[config.mk]
export PLATFORM = sky130hd
export DESIGN_NAME = divide_scheduler
export DESIGN_NICKNAME = d
export VERILOG_FILES = /design/src/rtl/divide_scheduler.sv
export SDC_FILE = /design/constraint.sdc
export NUM_CORES = 1
export LEC_CHECK = 0
export CORE_MARGIN = 8
export CORE_UTILIZATION = 30
export DETAILED_ROUTE_END_ITERATION = 8
export GPL_TIMING_DRIVEN = 1
export HOLD_SLACK_MARGIN = 0.1
export MAX_ROUTING_LAYER = met4
export PLACE_DENSITY_LB_ADDON = 0.3
export SKIP_CTS_REPAIR_TIMING = 1
export SLEW_MARGIN = 20
export SYNTH_ARGS = -nofsm -noshare
export SYNTH_HDL_FRONTEND = slang
export SYNTH_SLANG_ARGS = --single-unit
[constraint.sdc]
create_clock -name clock -period 3.85 [get_ports clock]
set_input_delay 0.77 -clock clock [delete_from_list [all_inputs] [get_ports clock]]
set_output_delay 0.77 -clock clock [all_outputs]
set_load 0.02 [all_outputs]
[src/rtl/divide_scheduler.sv]
// divide_scheduler: shares a single start/busy/fin divider among NUM_REQ
// requesters with round-robin arbitration. For each accepted request the
// operands are latched, the divider is started once, its quotient is captured
// on fin and returned tagged with the requester id. Divide-by-zero is answered
// locally without starting the divider, and a stuck divider is abandoned after
// TIMEOUT wait cycles.
//
// Ports:
//   clock, reset        system clock, synchronous active-high reset
//   req_valid/ready     per-lane request handshake (ready is one-hot or zero)
//   req_dividend/divisor packed lane operands, lane i at [i*DATA_SIZE +: DATA_SIZE]
//   rsp_valid/ready     response handshake
//   rsp_id              lane the response belongs to
//   rsp_quotient        quotient (zero on divide-by-zero or timeout)
//   rsp_status          00 ok, 01 divide-by-zero, 10 timeout
//   div_start           one-cycle start pulse to the shared divider
//   div_dividend/divisor operands to the divider, stable through ISSUE and WAIT
//   div_busy, div_fin   divider status; quotient is valid while fin is high
//   div_quotient        divider result
module divide_scheduler #(
  parameter int unsigned DATA_SIZE = 32,
  parameter int unsigned NUM_REQ   = 4,
  parameter int unsigned ID_W      = (NUM_REQ > 1) ? $clog2(NUM_REQ) : 1,
  parameter int unsigned TIMEOUT   = 255
) (
  input  logic                           clock,
  input  logic                           reset,
  input  logic [NUM_REQ-1:0]             req_valid,
  output logic [NUM_REQ-1:0]             req_ready,
  input  logic [NUM_REQ*DATA_SIZE-1:0]   req_dividend,
  input  logic [NUM_REQ*DATA_SIZE-1:0]   req_divisor,
  output logic                           rsp_valid,
  input  logic                           rsp_ready,
  output logic [ID_W-1:0]                rsp_id,
  output logic [DATA_SIZE-1:0]           rsp_quotient,
  output logic [1:0]                     rsp_status,
  output logic                           div_start,
  output logic [DATA_SIZE-1:0]           div_dividend,
  output logic [DATA_SIZE-1:0]           div_divisor,
  input  logic                           div_busy,
  input  logic                           div_fin,
  input  logic [DATA_SIZE-1:0]           div_quotient
);

  localparam int unsigned CNT_W = (TIMEOUT > 0) ? (($clog2(TIMEOUT + 1) > 0) ? $clog2(TIMEOUT + 1) : 1) : 1;
  localparam logic [CNT_W-1:0] CNT_LAST  = CNT_W'((TIMEOUT > 0) ? (TIMEOUT - 1) : 0);
  localparam logic [ID_W-1:0]  LAST_LANE = ID_W'(NUM_REQ - 1);

  localparam logic [1:0] ST_OK      = 2'b00;
  localparam logic [1:0] ST_DIV0    = 2'b01;
  localparam logic [1:0] ST_TIMEOUT = 2'b10;

  typedef enum logic [1:0] {
    S_IDLE  = 2'd0,
    S_ISSUE = 2'd1,
    S_WAIT  = 2'd2,
    S_RESP  = 2'd3
  } state_t;

  state_t                 state,        state_n;
  logic [ID_W-1:0]        rr_ptr,       rr_ptr_n;
  logic [CNT_W-1:0]       wait_cnt,     wait_cnt_n;
  logic [DATA_SIZE-1:0]   op_dividend,  op_dividend_n;
  logic [DATA_SIZE-1:0]   op_divisor,   op_divisor_n;
  logic [ID_W-1:0]        resp_id,      resp_id_n;
  logic [DATA_SIZE-1:0]   resp_quot,    resp_quot_n;
  logic [1:0]             resp_stat,    resp_stat_n;

  logic                   grant_found;
  logic [ID_W-1:0]        grant;
  logic [DATA_SIZE-1:0]   sel_dividend;
  logic [DATA_SIZE-1:0]   sel_divisor;

  // Round-robin pick: lowest valid lane at or above rr_ptr, else lowest lane overall.
  always_comb begin
    grant_found = 1'b0;
    grant       = '0;
    for (int j = 0; j < int'(NUM_REQ); j++) begin
      if (!grant_found && req_valid[j] && (ID_W'(j) >= rr_ptr)) begin
        grant_found = 1'b1;
        grant       = ID_W'(j);
      end
    end
    for (int j = 0; j < int'(NUM_REQ); j++) begin
      if (!grant_found && req_valid[j]) begin
        grant_found = 1'b1;
        grant       = ID_W'(j);
      end
    end
  end

  // Operand mux for the granted lane.
  always_comb begin
    sel_dividend = '0;
    sel_divisor  = '0;
    for (int j = 0; j < int'(NUM_REQ); j++) begin
      if (ID_W'(j) == grant) begin
        sel_dividend = req_dividend[j*DATA_SIZE +: DATA_SIZE];
        sel_divisor  = req_divisor[j*DATA_SIZE +: DATA_SIZE];
      end
    end
  end

  // State and datapath registers.
  always_ff @(posedge clock) begin
    if (reset) begin
      state       <= S_IDLE;
      rr_ptr      <= '0;
      wait_cnt    <= '0;
      op_dividend <= '0;
      op_divisor  <= '0;
      resp_id     <= '0;
      resp_quot   <= '0;
      resp_stat   <= '0;
    end else begin
      state       <= state_n;
      rr_ptr      <= rr_ptr_n;
      wait_cnt    <= wait_cnt_n;
      op_dividend <= op_dividend_n;
      op_divisor  <= op_divisor_n;
      resp_id     <= resp_id_n;
      resp_quot   <= resp_quot_n;
      resp_stat   <= resp_stat_n;
    end
  end

  // Next-state and handshake logic.
  always_comb begin
    state_n       = state;
    rr_ptr_n      = rr_ptr;
    wait_cnt_n    = wait_cnt;
    op_dividend_n = op_dividend;
    op_divisor_n  = op_divisor;
    resp_id_n     = resp_id;
    resp_quot_n   = resp_quot;
    resp_stat_n   = resp_stat;
    req_ready     = '0;
    div_start     = 1'b0;

    case (state)
      S_IDLE: begin
        if (grant_found) begin
          req_ready     = NUM_REQ'(1) << grant;
          op_dividend_n = sel_dividend;
          op_divisor_n  = sel_divisor;
          resp_id_n     = grant;
          rr_ptr_n      = (grant == LAST_LANE) ? '0 : grant + ID_W'(1);
          // Zero divisor is answered here; the divider never sees it.
          if (sel_divisor == '0) begin
            resp_quot_n = '0;
            resp_stat_n = ST_DIV0;
            state_n     = S_RESP;
          end else begin
            state_n     = S_ISSUE;
          end
        end
      end

      S_ISSUE: begin
        if (!div_busy) begin
          div_start  = 1'b1;
          wait_cnt_n = '0;
          state_n    = S_WAIT;
        end
      end

      S_WAIT: begin
        // fin wins over a timeout that would expire in the same cycle.
        if (div_fin) begin
          resp_quot_n = div_quotient;
          resp_stat_n = ST_OK;
          state_n     = S_RESP;
        end else if (wait_cnt == CNT_LAST) begin
          resp_quot_n = '0;
          resp_stat_n = ST_TIMEOUT;
          state_n     = S_RESP;
        end else begin
          wait_cnt_n  = wait_cnt + CNT_W'(1);
        end
      end

      S_RESP: begin
        if (rsp_ready) begin
          state_n = S_IDLE;
        end
      end

      default: begin
        state_n = S_IDLE;
      end
    endcase
  end

  // Response and divider operand outputs are zero outside the states that own them.
  always_comb begin
    rsp_valid    = (state == S_RESP);
    rsp_id       = rsp_valid ? resp_id   : '0;
    rsp_quotient = rsp_valid ? resp_quot : '0;
    rsp_status   = rsp_valid ? resp_stat : '0;
    div_dividend = ((state == S_ISSUE) || (state == S_WAIT)) ? op_dividend : '0;
    div_divisor  = ((state == S_ISSUE) || (state == S_WAIT)) ? op_divisor  : '0;
  end

endmodule

==> run metrics <==
antenna viol nets, final=0; first-pass GRT wire length=52000 um; Hold Violations, Final=0; RSZ-0062 raised after global routing=no; Worst Path Required=4.10 ns; period utilisation layout=95.9%; Initial Util=30.3%; Worst IR Drop VDD=315 uV; Hold WC Path Type=register to register; fraction of layout instances using a drive strength above 1=6.46%; most common cell after layout, fill and taps aside=clkdlybuf4s50_1; DRC Markers=0; Synthesis Warnings=0; crit path DAT=3.94 ns; number of top-level pins=403; Final TNS setup=0 ns; ant diodes=0; Clock Path Buffers=2; final setup fails=0; element type at the critical path end=register; I/O Buffers=402; num rows=59; Syn Area/Cell=7.20 um2; Final Critical Period=3.69 ns; vias in the first global route=9326; pwr dens=615 nW/um2; worst-path maximum fanout=16; vias per cell=5.14; most frequent cells in the layout=clkdlybuf4s50_1, nand2_1, dfxtp_1; clock slew at reported path FFs=0.08 ns; crit start category=primary input; Peak Freq=0.271 GHz; WL/cell=19.2 um; status=completed; crit path kind=primary input to register; Slew headroom=59.7%; HPWL after DPL=26300 um; antenna violations before repair=0; Max-cap violations=0; largest net degree at the start of global routing=65; Leakage=5.24 nW; via count=9203; CP dominant cell by count=buf_4; Routed WL=34300 um; H-tree depth=3; Clk Latency, worst-skew pair=0.36 ns; clock sink total=112; synthesized cell area=7840 um2; critical path, cell by cell=dlymetal6s2s_1, mux2i_1, nor2_1, a311oi_2, buf_4, inv_1, ha_2, nor2_4, buf_12, buf_4, o211a_1, o22ai_1, nor4_2, nand4_1, or2_4, clkbuf_16, a211o_1; Die W=178 um; Die Span Y=178 um; flops & latches, synth=112; TritonCTS clock tree=yes; Layout area overhead=63.2%; Synth cell types=38; Slew Viols, Final=0; total track usage=21.4%; Fin Hold WS=0.450 ns; Core ar.=25800 um2; register area share after synthesis=28.6%; syn_nets=1396; clk_skew=0.0127 ns; GRT overflow=0; Num CTS Buffers=9; Final nets=1758; 1st-pass router iterations=7; slew at the pin with the worst max-slew slack=0.604 ns; CTS root buf=clkbuf_16; RD Place Congestion=0.969; r2r setup slk=0.20 ns; die area=31500 um2; Worst path max stage delay=0.39 ns; slowest cell on the critical path=nor4_2; Synth Instances=1088; drt initial violations=577
==> power by group <==
group | total (mW) | switching, mW | internal (mW)
Sequential | 1.74 | 0.185 | 1.55
Clock | 0.947 | 0.493 | 0.454
Combinational | 5.18 | 2.91 | 2.27
==> cells by family after synthesis <==
family / count (synthesis) / share of synthesized area, %
AO/OA/AOI/OAI: 267 / 22.8
adder cells (fa/ha/maj): 11 / 1.76
buffers and inverters: 119 / 6.53
XOR/XNOR: 4 / 0.447
flip-flops: 112 / 28.6
AND/OR/NAND/NOR: 539 / 35.2
multiplexers: 36 / 4.65
==> layer usage <==
metal | share of wire [%] | vias up | global-route usage (%)
li1 | - | 4553 | -
met1 | 42 | 4265 | 25.1
met2 | 49 | 337 | 36.6
met3 | 6.0 | 48 | 3.70
met4 | 2.8 | 0 | 6.95
met5 | 0 | - | -
==> final cells by class <==
cell class | count | area [um2]
repair buffers | 456 | 4630
multi-input cells | 857 | 5160
flip-flops and latches | 112 | 2240
fillers | 2595 | 13000
well taps | 335 | 419
clock buffers | 9 | 225
inverters | 14 | 52.6
clock inverters | 7 | 60.1
==> flip-flops by register name (all words and copies together), names as in the netlist <==
register and flops:
op_divisor 32, wait_cnt 8, state 2, op_dividend 32
rr_ptr 2, resp_id 2, resp_stat 2, resp_quot 32
==> worst paths after layout <==
check / from / endpoint / cells past startpoint
setup reg to reg: rr_ptr[1]$_SDFFE_PP0P_ / resp_quot[1]$_SDFFE_PP0P_ / 16
setup / recovery: req_valid[0] / resp_quot[1]$_SDFFE_PP0P_ / 17
hold / removal: resp_id[0]$_SDFFE_PP0P_ / resp_id[0]$_SDFFE_PP0P_ / 2
hold reg to reg: resp_id[0]$_SDFFE_PP0P_ / resp_id[0]$_SDFFE_PP0P_ / 2
==> cells in the mapped netlist (all sizes together) <==
| cell | count | area share, % |
|---|---|---|
| a211o | 32 | 3.6 |
| a211oi | 35 | 3.4 |
| a21o | 1 | 0.096 |
| a21oi | 76 | 4.9 |
| a221oi | 2 | 0.22 |
| a22oi | 1 | 0.096 |
| a311oi | 1 | 0.11 |
| a41oi | 1 | 0.11 |
| and2 | 103 | 8.2 |
| and3 | 1 | 0.080 |
| buf | 33 | 2.4 |
| clkbuf | 72 | 3.4 |
| dfxtp | 112 | 29 |
| ha | 11 | 1.8 |
| inv | 14 | 0.67 |
| mux2 | 3 | 0.43 |
| mux2i | 33 | 4.2 |
| nand2 | 173 | 8.3 |
| nand2b | 5 | 0.40 |
| nand3 | 2 | 0.13 |
| nand3b | 1 | 0.096 |
| nand4 | 36 | 2.9 |
| nor2 | 112 | 5.4 |
| nor2b | 1 | 0.080 |
| nor3b | 64 | 6.1 |
| nor4 | 5 | 0.64 |
| o211a | 32 | 4.1 |
| o211ai | 1 | 0.096 |
| o21ai | 37 | 2.4 |
| o22ai | 48 | 3.8 |
| or2 | 1 | 0.080 |
| or3 | 35 | 2.8 |
| xor2 | 4 | 0.45 |
==> worst max-delay path: cells and delay by family <==
| kind | cells | cell delay, ns |
|---|---|---|
| mux | 1 | 0.15 |
| buf+inv | 6 | 0.90 |
| simple gates | 5 | 1.17 |
| compound gates | 4 | 0.72 |
| fa+ha+maj | 1 | 0.22 |
==> through the flow <==
step,cells,area (um2),power [mW],worst slack (ns),utilization [%]
6_report,1790,12800,7.87,0.157,49.5
3_5_place_dp,1771,12400,6.90,-0.670,48.0
3_3_place_gp,1771,12400,6.86,-0.520,48.0
5_1_grt,1790,12800,8.49,0.0469,49.5
2_1_floorplan,1088,7840,4.80,0.143,-
4_1_cts,1787,12700,7.88,-0.276,49.1
(Power assumes the default switching activity.)
